### config.mk
export PLATFORM = sky130hd
export DESIGN_NAME = set_clock_ctrl
export DESIGN_NICKNAME = d
export VERILOG_FILES = /design/src/rtl/set_clock_pkg.sv /design/src/rtl/set_button.sv /design/src/rtl/set_clock_ctrl.sv
export SDC_FILE = /design/constraint.sdc
export NUM_CORES = 1
export LEC_CHECK = 0
export ABC_AREA = 1
export CORE_AREA = 2 2 81 83
export CTS_BUF_LIST = sky130_fd_sc_hd__clkbuf_4
export DETAILED_ROUTE_END_ITERATION = 16
export DIE_AREA = 0 0 83 85
export PLACE_DENSITY = 0.7
export SYNTH_ARGS = -nofsm -noshare
export SYNTH_HDL_FRONTEND = slang
export SYNTH_SLANG_ARGS = --single-unit
### constraint.sdc
create_clock -name clk -period 2 [get_ports clk]
set_clock_uncertainty 0.05 [all_clocks]
set_input_delay 0.4 -clock clk [delete_from_list [all_inputs] [get_ports clk]]
set_output_delay 0.4 -clock clk [all_outputs]
set_load 0.05 [all_outputs]
### src/rtl/set_clock_pkg.sv
// Shared types and BCD limits for the time-set logic (button FSM states, digit bounds).
// Used by set_button and set_clock_ctrl.
package set_clock_pkg;

    typedef enum logic [2:0] {
        BTN_IDLE      = 3'd0,
        BTN_DEB_PRESS = 3'd1,
        BTN_HELD_DLY  = 3'd2,
        BTN_HELD_REP  = 3'd3,
        BTN_DEB_REL   = 3'd4
    } btn_state_t;

    localparam logic [3:0] MIN_TENS_MAX  = 4'd5;
    localparam logic [3:0] UNIT_MAX      = 4'd9;
    localparam logic [3:0] H24_MAX_TENS  = 4'd2;
    localparam logic [3:0] H24_MAX_UNITS = 4'd3;
    localparam int unsigned H12_MAX      = 12;
    localparam logic [3:0] H12_TENS      = 4'(H12_MAX / 10);
    localparam logic [3:0] H12_UNITS     = 4'(H12_MAX % 10);

    // Single BCD digit increment that wraps to 0 once the digit has reached lim.
    function automatic logic [3:0] bcd_wrap_inc(input logic [3:0] d, input logic [3:0] lim);
        return (d >= lim) ? 4'd0 : d + 4'd1;
    endfunction

endpackage

### src/rtl/set_button.sv
// One push button: 2-flop synchroniser plus debounce / hold-to-repeat FSM producing step pulses.
// Hold-to-repeat is built only when AUTO_REPEAT_EN is defined; otherwise one step per press.
module set_button
    import set_clock_pkg::*;
#(
    parameter int unsigned DEBOUNCE_CYC = 4,
    parameter int unsigned REPEAT_DLY   = 16,
    parameter int unsigned REPEAT_PER   = 8,
    parameter int unsigned CNT_W        = 16
) (
    input  logic clk,
    input  logic reset_n,
    input  logic btn_n_i,
    output logic step_o
);

    if (DEBOUNCE_CYC < 1 || REPEAT_DLY < 1 || REPEAT_PER < 1 || CNT_W < 1 || CNT_W > 31 ||
        (DEBOUNCE_CYC >> CNT_W) != 0 || (REPEAT_DLY >> CNT_W) != 0 ||
        (REPEAT_PER >> CNT_W) != 0) begin : g_cfg_err
        $error("set_button: counter configuration does not fit CNT_W");
    end

    localparam logic [CNT_W-1:0] DEB_LIM    = CNT_W'(DEBOUNCE_CYC);
    localparam logic [CNT_W-1:0] DEB_LIM_M1 = CNT_W'(DEBOUNCE_CYC - 1);
    localparam logic [CNT_W-1:0] CNT_ONE    = CNT_W'(1);

    logic             sync1_q, sync2_q;
    logic [1:0]       settle_q;
    logic             armed_q, armed_d;
    btn_state_t       state_q, state_d;
    logic [CNT_W-1:0] deb_cnt_q, deb_cnt_d;
    logic             step_q, step_d;

`ifdef AUTO_REPEAT_EN
    localparam logic [CNT_W-1:0] DLY_LIM = CNT_W'(REPEAT_DLY);
    localparam logic [CNT_W-1:0] PER_LIM = CNT_W'(REPEAT_PER);

    logic [CNT_W-1:0] rep_cnt_q, rep_cnt_d;
    btn_state_t       ret_q, ret_d;

    always_ff @(posedge clk) begin
        if (!reset_n) begin
            rep_cnt_q <= '0;
            ret_q     <= BTN_HELD_DLY;
        end else begin
            rep_cnt_q <= rep_cnt_d;
            ret_q     <= ret_d;
        end
    end
`endif

    always_ff @(posedge clk) begin
        if (!reset_n) begin
            sync1_q   <= 1'b1;
            sync2_q   <= 1'b1;
            settle_q  <= 2'b00;
            armed_q   <= 1'b0;
            state_q   <= BTN_IDLE;
            deb_cnt_q <= '0;
            step_q    <= 1'b0;
        end else begin
            sync1_q   <= btn_n_i;
            sync2_q   <= sync1_q;
            settle_q  <= {settle_q[0], 1'b1};
            armed_q   <= armed_d;
            state_q   <= state_d;
            deb_cnt_q <= deb_cnt_d;
            step_q    <= step_d;
        end
    end

    always_comb begin
        state_d   = state_q;
        deb_cnt_d = deb_cnt_q;
        armed_d   = armed_q;
        step_d    = 1'b0;
`ifdef AUTO_REPEAT_EN
        rep_cnt_d = rep_cnt_q;
        ret_d     = ret_q;
`endif
        case (state_q)
            BTN_IDLE: begin
                // After reset a press is only accepted once a debounced release has been seen,
                // so a button still held through reset cannot generate a step.
                if (!armed_q) begin
                    if (settle_q[1] && sync2_q) begin
                        if (deb_cnt_q >= DEB_LIM_M1) begin
                            armed_d   = 1'b1;
                            deb_cnt_d = '0;
                        end else begin
                            deb_cnt_d = deb_cnt_q + CNT_ONE;
                        end
                    end else begin
                        deb_cnt_d = '0;
                    end
                end else if (!sync2_q) begin
                    state_d   = BTN_DEB_PRESS;
                    deb_cnt_d = CNT_ONE;
                end
            end
            BTN_DEB_PRESS: begin
                if (sync2_q) begin
                    state_d   = BTN_IDLE;
                    deb_cnt_d = '0;
                end else if (deb_cnt_q >= DEB_LIM) begin
                    state_d   = BTN_HELD_DLY;
                    step_d    = 1'b1;
                    deb_cnt_d = '0;
`ifdef AUTO_REPEAT_EN
                    rep_cnt_d = CNT_ONE;
`endif
                end else begin
                    deb_cnt_d = deb_cnt_q + CNT_ONE;
                end
            end
            BTN_HELD_DLY: begin
                if (sync2_q) begin
                    state_d   = BTN_DEB_REL;
                    deb_cnt_d = CNT_ONE;
`ifdef AUTO_REPEAT_EN
                    ret_d     = BTN_HELD_DLY;
                end else if (rep_cnt_q >= DLY_LIM) begin
                    state_d   = BTN_HELD_REP;
                    step_d    = 1'b1;
                    rep_cnt_d = CNT_ONE;
                end else begin
                    rep_cnt_d = rep_cnt_q + CNT_ONE;
`endif
                end
            end
`ifdef AUTO_REPEAT_EN
            BTN_HELD_REP: begin
                if (sync2_q) begin
                    state_d   = BTN_DEB_REL;
                    deb_cnt_d = CNT_ONE;
                    ret_d     = BTN_HELD_REP;
                end else if (rep_cnt_q >= PER_LIM) begin
                    step_d    = 1'b1;
                    rep_cnt_d = CNT_ONE;
                end else begin
                    rep_cnt_d = rep_cnt_q + CNT_ONE;
                end
            end
`endif
            BTN_DEB_REL: begin
                // A bounce resumes the held state; the repeat counter is left untouched.
                if (!sync2_q) begin
`ifdef AUTO_REPEAT_EN
                    state_d   = ret_q;
`else
                    state_d   = BTN_HELD_DLY;
`endif
                    deb_cnt_d = '0;
                end else if (deb_cnt_q >= DEB_LIM) begin
                    state_d   = BTN_IDLE;
                    deb_cnt_d = '0;
                end else begin
                    deb_cnt_d = deb_cnt_q + CNT_ONE;
                end
            end
            default: begin
                state_d   = BTN_IDLE;
                deb_cnt_d = '0;
            end
        endcase
    end

    assign step_o = step_q;

endmodule

### src/rtl/set_clock_ctrl.sv
// Time-set controller: two debounced step buttons driving BCD hour/minute set registers,
// 24h or 12h+pm display, with parallel load. Optional hold-to-repeat via AUTO_REPEAT_EN.
module set_clock_ctrl
    import set_clock_pkg::*;
#(
    parameter int unsigned HOUR_24      = 1,
    parameter int unsigned DEBOUNCE_CYC = 4,
    parameter int unsigned REPEAT_DLY   = 16,
    parameter int unsigned REPEAT_PER   = 8,
    parameter int unsigned CNT_W        = 16
) (
    input  logic       clk,
    input  logic       reset_n,
    input  logic       switch,
    input  logic       push2,
    input  logic       push3,
    input  logic       load,
    input  logic [3:0] ld_h1,
    input  logic [3:0] ld_h0,
    input  logic [3:0] ld_m1,
    input  logic [3:0] ld_m0,
    input  logic       ld_pm,
    output logic [3:0] s0h1,
    output logic [3:0] s0h0,
    output logic [3:0] s0m1,
    output logic [3:0] s0m0,
    output logic       s0pm
);

    localparam bit         IS_24  = (HOUR_24 != 0);
    localparam logic [3:0] RST_H1 = IS_24 ? 4'd0 : H12_TENS;
    localparam logic [3:0] RST_H0 = IS_24 ? 4'd0 : H12_UNITS;

    // Index 0 is the minute button, index 1 the hour button.
    logic [1:0] btn_raw;
    logic [1:0] btn_step;

    assign btn_raw = {push3, push2};

    generate
        for (genvar gi = 0; gi < 2; gi++) begin : g_btn
            set_button #(
                .DEBOUNCE_CYC (DEBOUNCE_CYC),
                .REPEAT_DLY   (REPEAT_DLY),
                .REPEAT_PER   (REPEAT_PER),
                .CNT_W        (CNT_W)
            ) u_btn (
                .clk     (clk),
                .reset_n (reset_n),
                .btn_n_i (btn_raw[gi]),
                .step_o  (btn_step[gi])
            );
        end
    endgenerate

    logic       min_step, hr_step;
    logic [3:0] h1_q, h1_d, h0_q, h0_d, m1_q, m1_d, m0_q, m0_d;
    logic       pm_q, pm_d;

    assign min_step = switch & btn_step[0];
    assign hr_step  = switch & btn_step[1];

    always_ff @(posedge clk) begin
        if (!reset_n) begin
            h1_q <= RST_H1;
            h0_q <= RST_H0;
            m1_q <= 4'd0;
            m0_q <= 4'd0;
            pm_q <= 1'b0;
        end else begin
            h1_q <= h1_d;
            h0_q <= h0_d;
            m1_q <= m1_d;
            m0_q <= m0_d;
            pm_q <= pm_d;
        end
    end

    always_comb begin
        h1_d = h1_q;
        h0_d = h0_q;
        m1_d = m1_q;
        m0_d = m0_q;
        pm_d = pm_q;
        if (load) begin
            h1_d = ld_h1;
            h0_d = ld_h0;
            m1_d = ld_m1;
            m0_d = ld_m0;
            pm_d = IS_24 ? 1'b0 : ld_pm;
        end else begin
            // Minutes wrap 59 -> 00 on their own; hours are never carried into.
            if (min_step) begin
                m0_d = bcd_wrap_inc(m0_q, UNIT_MAX);
                if (m0_q >= UNIT_MAX) begin
                    m1_d = bcd_wrap_inc(m1_q, MIN_TENS_MAX);
                end
            end
            if (hr_step) begin
                if (IS_24) begin
                    if (h1_q == H24_MAX_TENS && h0_q == H24_MAX_UNITS) begin
                        h1_d = 4'd0;
                        h0_d = 4'd0;
                    end else begin
                        h0_d = bcd_wrap_inc(h0_q, UNIT_MAX);
                        if (h0_q >= UNIT_MAX) begin
                            h1_d = h1_q + 4'd1;
                        end
                    end
                end else begin
                    if (h1_q == H12_TENS && h0_q == H12_UNITS) begin
                        h1_d = 4'd0;
                        h0_d = 4'd1;
                    end else if (h1_q == H12_TENS && h0_q == H12_UNITS - 4'd1) begin
                        h0_d = H12_UNITS;
                        pm_d = ~pm_q;
                    end else begin
                        h0_d = bcd_wrap_inc(h0_q, UNIT_MAX);
                        if (h0_q >= UNIT_MAX) begin
                            h1_d = h1_q + 4'd1;
                        end
                    end
                end
            end
        end
    end

    assign s0h1 = h1_q;
    assign s0h0 = h0_q;
    assign s0m1 = m1_q;
    assign s0m0 = m0_q;
    assign s0pm = IS_24 ? 1'b0 : pm_q;

endmodule

==> reports/qor.txt <==
Status: complete, no violations
IO buf count: 37
Starting Density: 49.81%
Seq/Total Area, Yosys: 41.46%
Ant diodes: 0
Dpl cell area: 3517 sq um
Startpoint types: flop
I/O Pins: 40
Site Rows: 29
Syn nets: 461
Clk Latency, worst-skew pair: 0.41 ns
HP Start: g_btn[0].u_btn.settle_q[0]
Post-CTS setup repair buffer count: 0
Slew Limit Fails: 0
PwrDens: 733.2 nW/um^2
Hold buffers post-CTS: 0
P&R area growth vs syn: 18.99%
DR vias/cell: 4.900
Slowest cell delay on critical path: 0.54 ns
Die X: 83 um
Initial antenna violation count: 0
Filler cells: 563
CP cell instances: dlygate4sd2_1
CP Buf/Inv Count: 1
Vias in the first global route: 2,541
Final Cell Area: 3677 sq um
CTS root buffer: clkbuf_4
Hold path cells: 2
Delay-heaviest family, CP: buffers and inverters
Setup TNS Final: 0 ns
Num CTS Buffers: 9
Pin count of the biggest net entering global routing: 18
F_max: 0.5642 GHz
Drt pass-1 iters: 4
Final setup fails: 0
CTS tree: built
Mapped Avg Cell Area: 7.306 sq um
R2r worst-path depth: 10
First DRT Iteration DRCs: 128
Clock slew at the register clock pins of the worst setup and hold paths: 0.11 ns
Routed wire per std cell: 10.76 um
Crit-path max FO: 2
Critical path type: flop to primary output
Synthesized flop and latch total: 64
Global Route Usage Sum: 18.42%
Via count: 2,705
HP Class: flop to flop
Clock sinks: 64
Height of the die: 85 um
Compound-cell area share of the yosys netlist: 10.93%
RSZ-0062 raised after global routing: no
Max-Cap Viols: 0
Synth Area in XOR/XNOR: 1.417%
Mux contribution to synthesized area: 0%
Share of cells above drive strength 1: 17.68%
Worst IR Drop VDD: 0.4940 mV
Synth Area in Adders: 6.073%
DRC viols: 0
Post-Synth Simple-Gate Area: 31.90%
Mapped Cells: 423
Largest family of logic cells by synthesized area: simple AND/OR/NAND/NOR gates
Core ar.: 6205 sq um
Grt total ovfl: 0
Final #Nets: 508
Hold EP: g_btn[0].u_btn.settle_q[1]
Detailed-placement wirelength estimate: 4.409 mm
Reg2reg end: s0h1[2]
Endpoints failing hold: 0
Final worst-path cycle share: 88.62%
Post-Syn Area: 3090 sq um
WP data required: 1.55 ns
H-tree depth: 3
Die ar.: 7055 sq um
R2R Path Start: s0h0[1]
Final wirelength: 5.941 mm
First-pass GRT wire length: 10.74 mm
CP endpoint kind: primary output
CTS Buffer Depth: 2
Post-synth cell types: 33
Minimum clock period: 1.772 ns
Cell at the slowest stage of the critical path: dlygate4sd2_1
Leakage power total: 1.598 nW
Worst path arrival time: 1.32 ns
Synth Warn #: 0
Post-route ant nets: 0
Placer Congestion: 0.8834
Reg2Reg Setup Slack: 0.32 ns
## synth_stat cells (all sizes together)
library cell	number	area, sq um
clkbuf	7	26.28
nor3	6	30.03
o31ai	2	15.01
a211oi	1	7.510
nor2	80	332.8
dfxtp	64	1281
buf	4	53.80
xnor2	2	17.52
o21ai	19	102.6
nand3	24	120.1
o21bai	3	22.52
conb	1	3.750
ha	15	187.7
inv	44	170.2
nand4	5	31.28
nand2	107	439.2
or2	4	25.02
a21oi	22	132.6
nand3b	1	7.510
xor2	3	26.28
a31oi	8	50.05
o211ai	1	7.510
## cell type report
| class | instances | area, sq um | share of cell area (%) |
|---|---|---|---|
| multi-input cells | 304 | 1559 | 42.40 |
| flip-flops and latches | 64 | 1281 | 34.84 |
| repair buffers | 47 | 407.9 | 11.09 |
| inverters | 44 | 170.2 | 4.627 |
| well taps | 77 | 96.34 | 2.620 |
| clock inverters | 7 | 95.09 | 2.586 |
| clock buffers | 9 | 67.56 | 1.837 |
## layer usage
metal / vias to the layer above / wire, um / global-route usage (%)
li1: 1442 / - / -
met2: 51 / 2690 / 30.94
met5: - / 0 / 0
met4: 0 / 118 / 9.538
met1: 1201 / 2883 / 22.53
met3: 11 / 249 / 3.599
## stage by stage
| stage | setup WS, ns | total power, W | hold WS (ns) | cells | utilization (%) |
|---|---|---|---|---|---|
| floorplan | 0.1577 | 0.001612 | 0.3405 | 423 | - |
| finish | 0.2276 | 0.002696 | 0.3682 | 552 | 59.27 |
| global route | 0.1391 | 0.002826 | 0.3783 | 552 | 59.27 |
| CTS | 0.2018 | 0.002726 | 0.3686 | 552 | 59.27 |
| detailed placement | 0.1950 | 0.001740 | 0.3515 | 536 | 56.68 |
| global placement | 0.2064 | 0.001736 | 0.3446 | 536 | 56.68 |
## flip-flops by register name, indices dropped and copies added, names as in the netlist, 4 cells and up
| register | flops |
|---|---|
| g_btn.u_btn.state_q | 6 |
| s0h0 | 4 |
| s0m0 | 4 |
| g_btn.u_btn.deb_cnt_q | 32 |
| s0h1 | 4 |
| s0m1 | 4 |
## repair_timing
action | 4_1_cts | 5_1_grt
endpoints found under the setup margin | 2 | 0
hold endpoints to repair | 0 | 0
gates resized for setup | 2 | 0
## cells in the final DEF (no fill, tap or decap), types with 2 or more instances in the layout
master           netlist  routed
inv_4                  2       2
nand2_1               92      92
nand4_1                5       5
xor2_1                 3       3
inv_1                 37      37
nand2_2               15      15
nand3_1               24      24
o31ai_1                2       2
ha_1                  15      15
a21oi_2                3       3
buf_4                  1      24
clkdlybuf4s50_1        0      21
o21ai_0               16      16
nor2_1                67      67
clkinv_4               0       2
a31oi_1                8       8
nor3_1                 6       6
clkbuf_4               0       9
o21ai_2                2       2
o21bai_1               3       3
bufinv_16              0       2
dlygate4sd2_1          0       2
a21oi_1               18      18
inv_2                  5       5
or2_2                  4       4
nor2_2                13      13
dfxtp_1               64      64
xnor2_1                2       2
## kinds of logic after synthesis
| family | after synthesis |
|---|---|
| compound gates | 56 |
| xor+xnor | 5 |
| fa+ha+maj | 15 |
| buf+inv | 55 |
| flops | 64 |
| other cells | 1 |
| simple gates | 227 |
## worst register-to-register path: stages (launching register included)
cell and delay, ns:
dfxtp_1 0.43, inv_1 0.08, ha_1 0.18, nor2_1 0.08, nand2_1 0.05, nand2_1 0.05
nand3_1 0.11, nand2_1 0.21, inv_1 0.10, o21ai_0 0.16, nor2_1 0.07
## power by group
group,switching (W),internal [W],total [W]
clock network,0.000479,0.000509,0.000988
logic,0.000224,0.000138,0.000362
registers,0.0000400,0.00131,0.00135
## worst max path at each step
stage / start / endpoint / slack, ns / cells after the start
floorplan: s0h0[1] / s0h1[2] / 0.16 / 10
global route: s0h0[1] / s0h1[2] / 0.14 / 10
finish: s0m0[3] / s0m0[3] / 0.23 / 1
CTS: s0m0[3] / s0m0[3] / 0.20 / 1
detailed placement: load / s0m0[2] / 0.19 / 8
global placement: load / s0m0[2] / 0.21 / 8
Power figures use the tool's default switching activity.
==> edit, RTL diff (config.mk and constraints unchanged) <==
The package constant `UNIT_MAX` goes from 4'd9 to 4'd4.
--- a/src/rtl/set_clock_pkg.sv
+++ b/src/rtl/set_clock_pkg.sv
@@ -12,5 +12,5 @@
 
     localparam logic [3:0] MIN_TENS_MAX  = 4'd5;
-    localparam logic [3:0] UNIT_MAX      = 4'd9;
+    localparam logic [3:0] UNIT_MAX      = 4'd4;
     localparam logic [3:0] H24_MAX_TENS  = 4'd2;
     localparam logic [3:0] H24_MAX_UNITS = 4'd3;
Check against the original RTL: same outputs for any inputs over 10 cycles, from zero or initial values and one cycle with reset_n low; that may be too few to reach the edited logic, so the function may still have changed.
==> edit against the unedited design <==
  * Worst setup slack got worse by 0.038 ns
  * Sequential cell count unchanged
  * Sequential power is 3% higher
  * Power rose by 1.7%
  * Synthesized area is 5.7% lower
  * Wire length fell by 3.7%
  * Clock power decreased by 17%
  * Combinational power is 48% higher
  * First-iteration DRC count decreased by 20%
  * Final area down 6.2%
  * Critical path type unchanged
==> edit: results (changes against the unedited design) <==
{| class="wikitable"
! Metric !! Value
|-
| Net count reported at finish || 482 (-5.1%)
|-
| Wire length of the first global-routing pass || 9.88 mm (-8.0%)
|-
| Pre-CTS worst setup slack || 0.204 ns (+0.00872 ns)
|-
| Proportion of layout cells with a drive suffix above 1 || 9.93% (-7.8 points)
|-
| Switching part of the total power || 29.9% (+2.4 points)
|-
| Data arrival time of the worst path || 1.36 ns (+0.04 ns)
|-
| Total routing usage reported by global routing || 17.1% (-1.3 points)
|-
| Tot Pwr || 2.74 mW (+1.7%)
|-
| Status || completed
|-
| Sequential cell area fraction in the yosys report || 43.9% (+2.5 points)
|-
| Total sequential power || 1.39 mW (+3%)
|-
| Combinational fraction of design power || 19.6% (+6.2 points)
|-
| Number of nets produced by synthesis || 441 (-4.3%)
|-
| Vias per cell || 4.94 (+0.88%)
|-
| Post-synthesis average cell area || 7.16 um2 (-2.0%)
|-
| Starting DRT DRC Count || 103 (-20%)
|-
| Total wirelength of the detailed-routed design || 5.72 mm (-3.7%)
|-
| Detailed placement HPWL || 4.05 mm (-8.1%)
|-
| Highest net fanout along the worst path || 4 (+2)
|-
| Final GP Congestion || 0.785 (-11%)
|-
| Standby leakage power || 1.56 nW (-2.5%)
|-
| Instance area after placement || 3330 um2 (-5.2%)
|-
| Routed WL per cell || 10.8 um (+0.29%)
|-
| Via count of the first global-routing pass || 2311 (-9.1%)
|-
| Worst-case hold slack || 0.367 ns (-0.00100 ns)
|}
## edit: cell count changes in the layout (fill, tap and decap cells not counted), sizes merged, moves of 4 or more
cell,delta
dlygate4sd2,+8
nor2,-7
ha,-4
buf,-14
nand2,+6
inv,-4
o21ai,-6
## edit: cell families (layout without fill, tap and decap cells)
family / after synthesis / count (layout) / share of synthesized area [%]
flip-flops: 64 / 64 / 43.9
other: 1 / 1 / 0.129
buffers and inverters: 53 / 99 / 7.68
AND/OR/NAND/NOR: 224 / 224 / 31.8
XOR/XNOR: 3 / 3 / 0.901
AO/OA/AOI/OAI: 51 / 51 / 10.9
adder cells (fa/ha/maj): 11 / 11 / 4.72
## edit: final cells by class
class                   instances  area [um2]  area share (%)
inverters                      42         160            4.64
well taps                      77        96.3            2.79
flip-flops and latches         64        1280            37.1
multi-input cells             290        1410            40.9
repair buffers                 41         373            10.8
clock buffers                  11        82.6            2.39
clock inverters                 5        47.5            1.38
## edit: final timing paths
check	from	endpoint	cells past startpoint
worst max register to register	s0h1[1]	s0h1[1]	8
worst min register to register	g_btn[0].u_btn.sync1_q	g_btn[0].u_btn.sync2_q	1
worst max-delay path	s0h1[3]	s0h1[3]	1
worst min-delay path	g_btn[0].u_btn.sync1_q	g_btn[0].u_btn.sync2_q	1
## edit: routing by layer
| metal | global-route usage [%] | share of wire [%] | vias to the layer above |
|---|---|---|---|
| met3 | 4.18 | 5.8 | 14 |
| met2 | 25.6 | 44 | 73 |
| met4 | 12.5 | 3.7 | 0 |
| met1 | 21.6 | 47 | 1160 |
| li1 | - | - | 1373 |
| met5 | 0 | 0 | - |
## edit: repair_timing
action	CTS	global route
setup endpoints to repair	10	0
gates resized for setup	10	0
buffers inserted	0	0
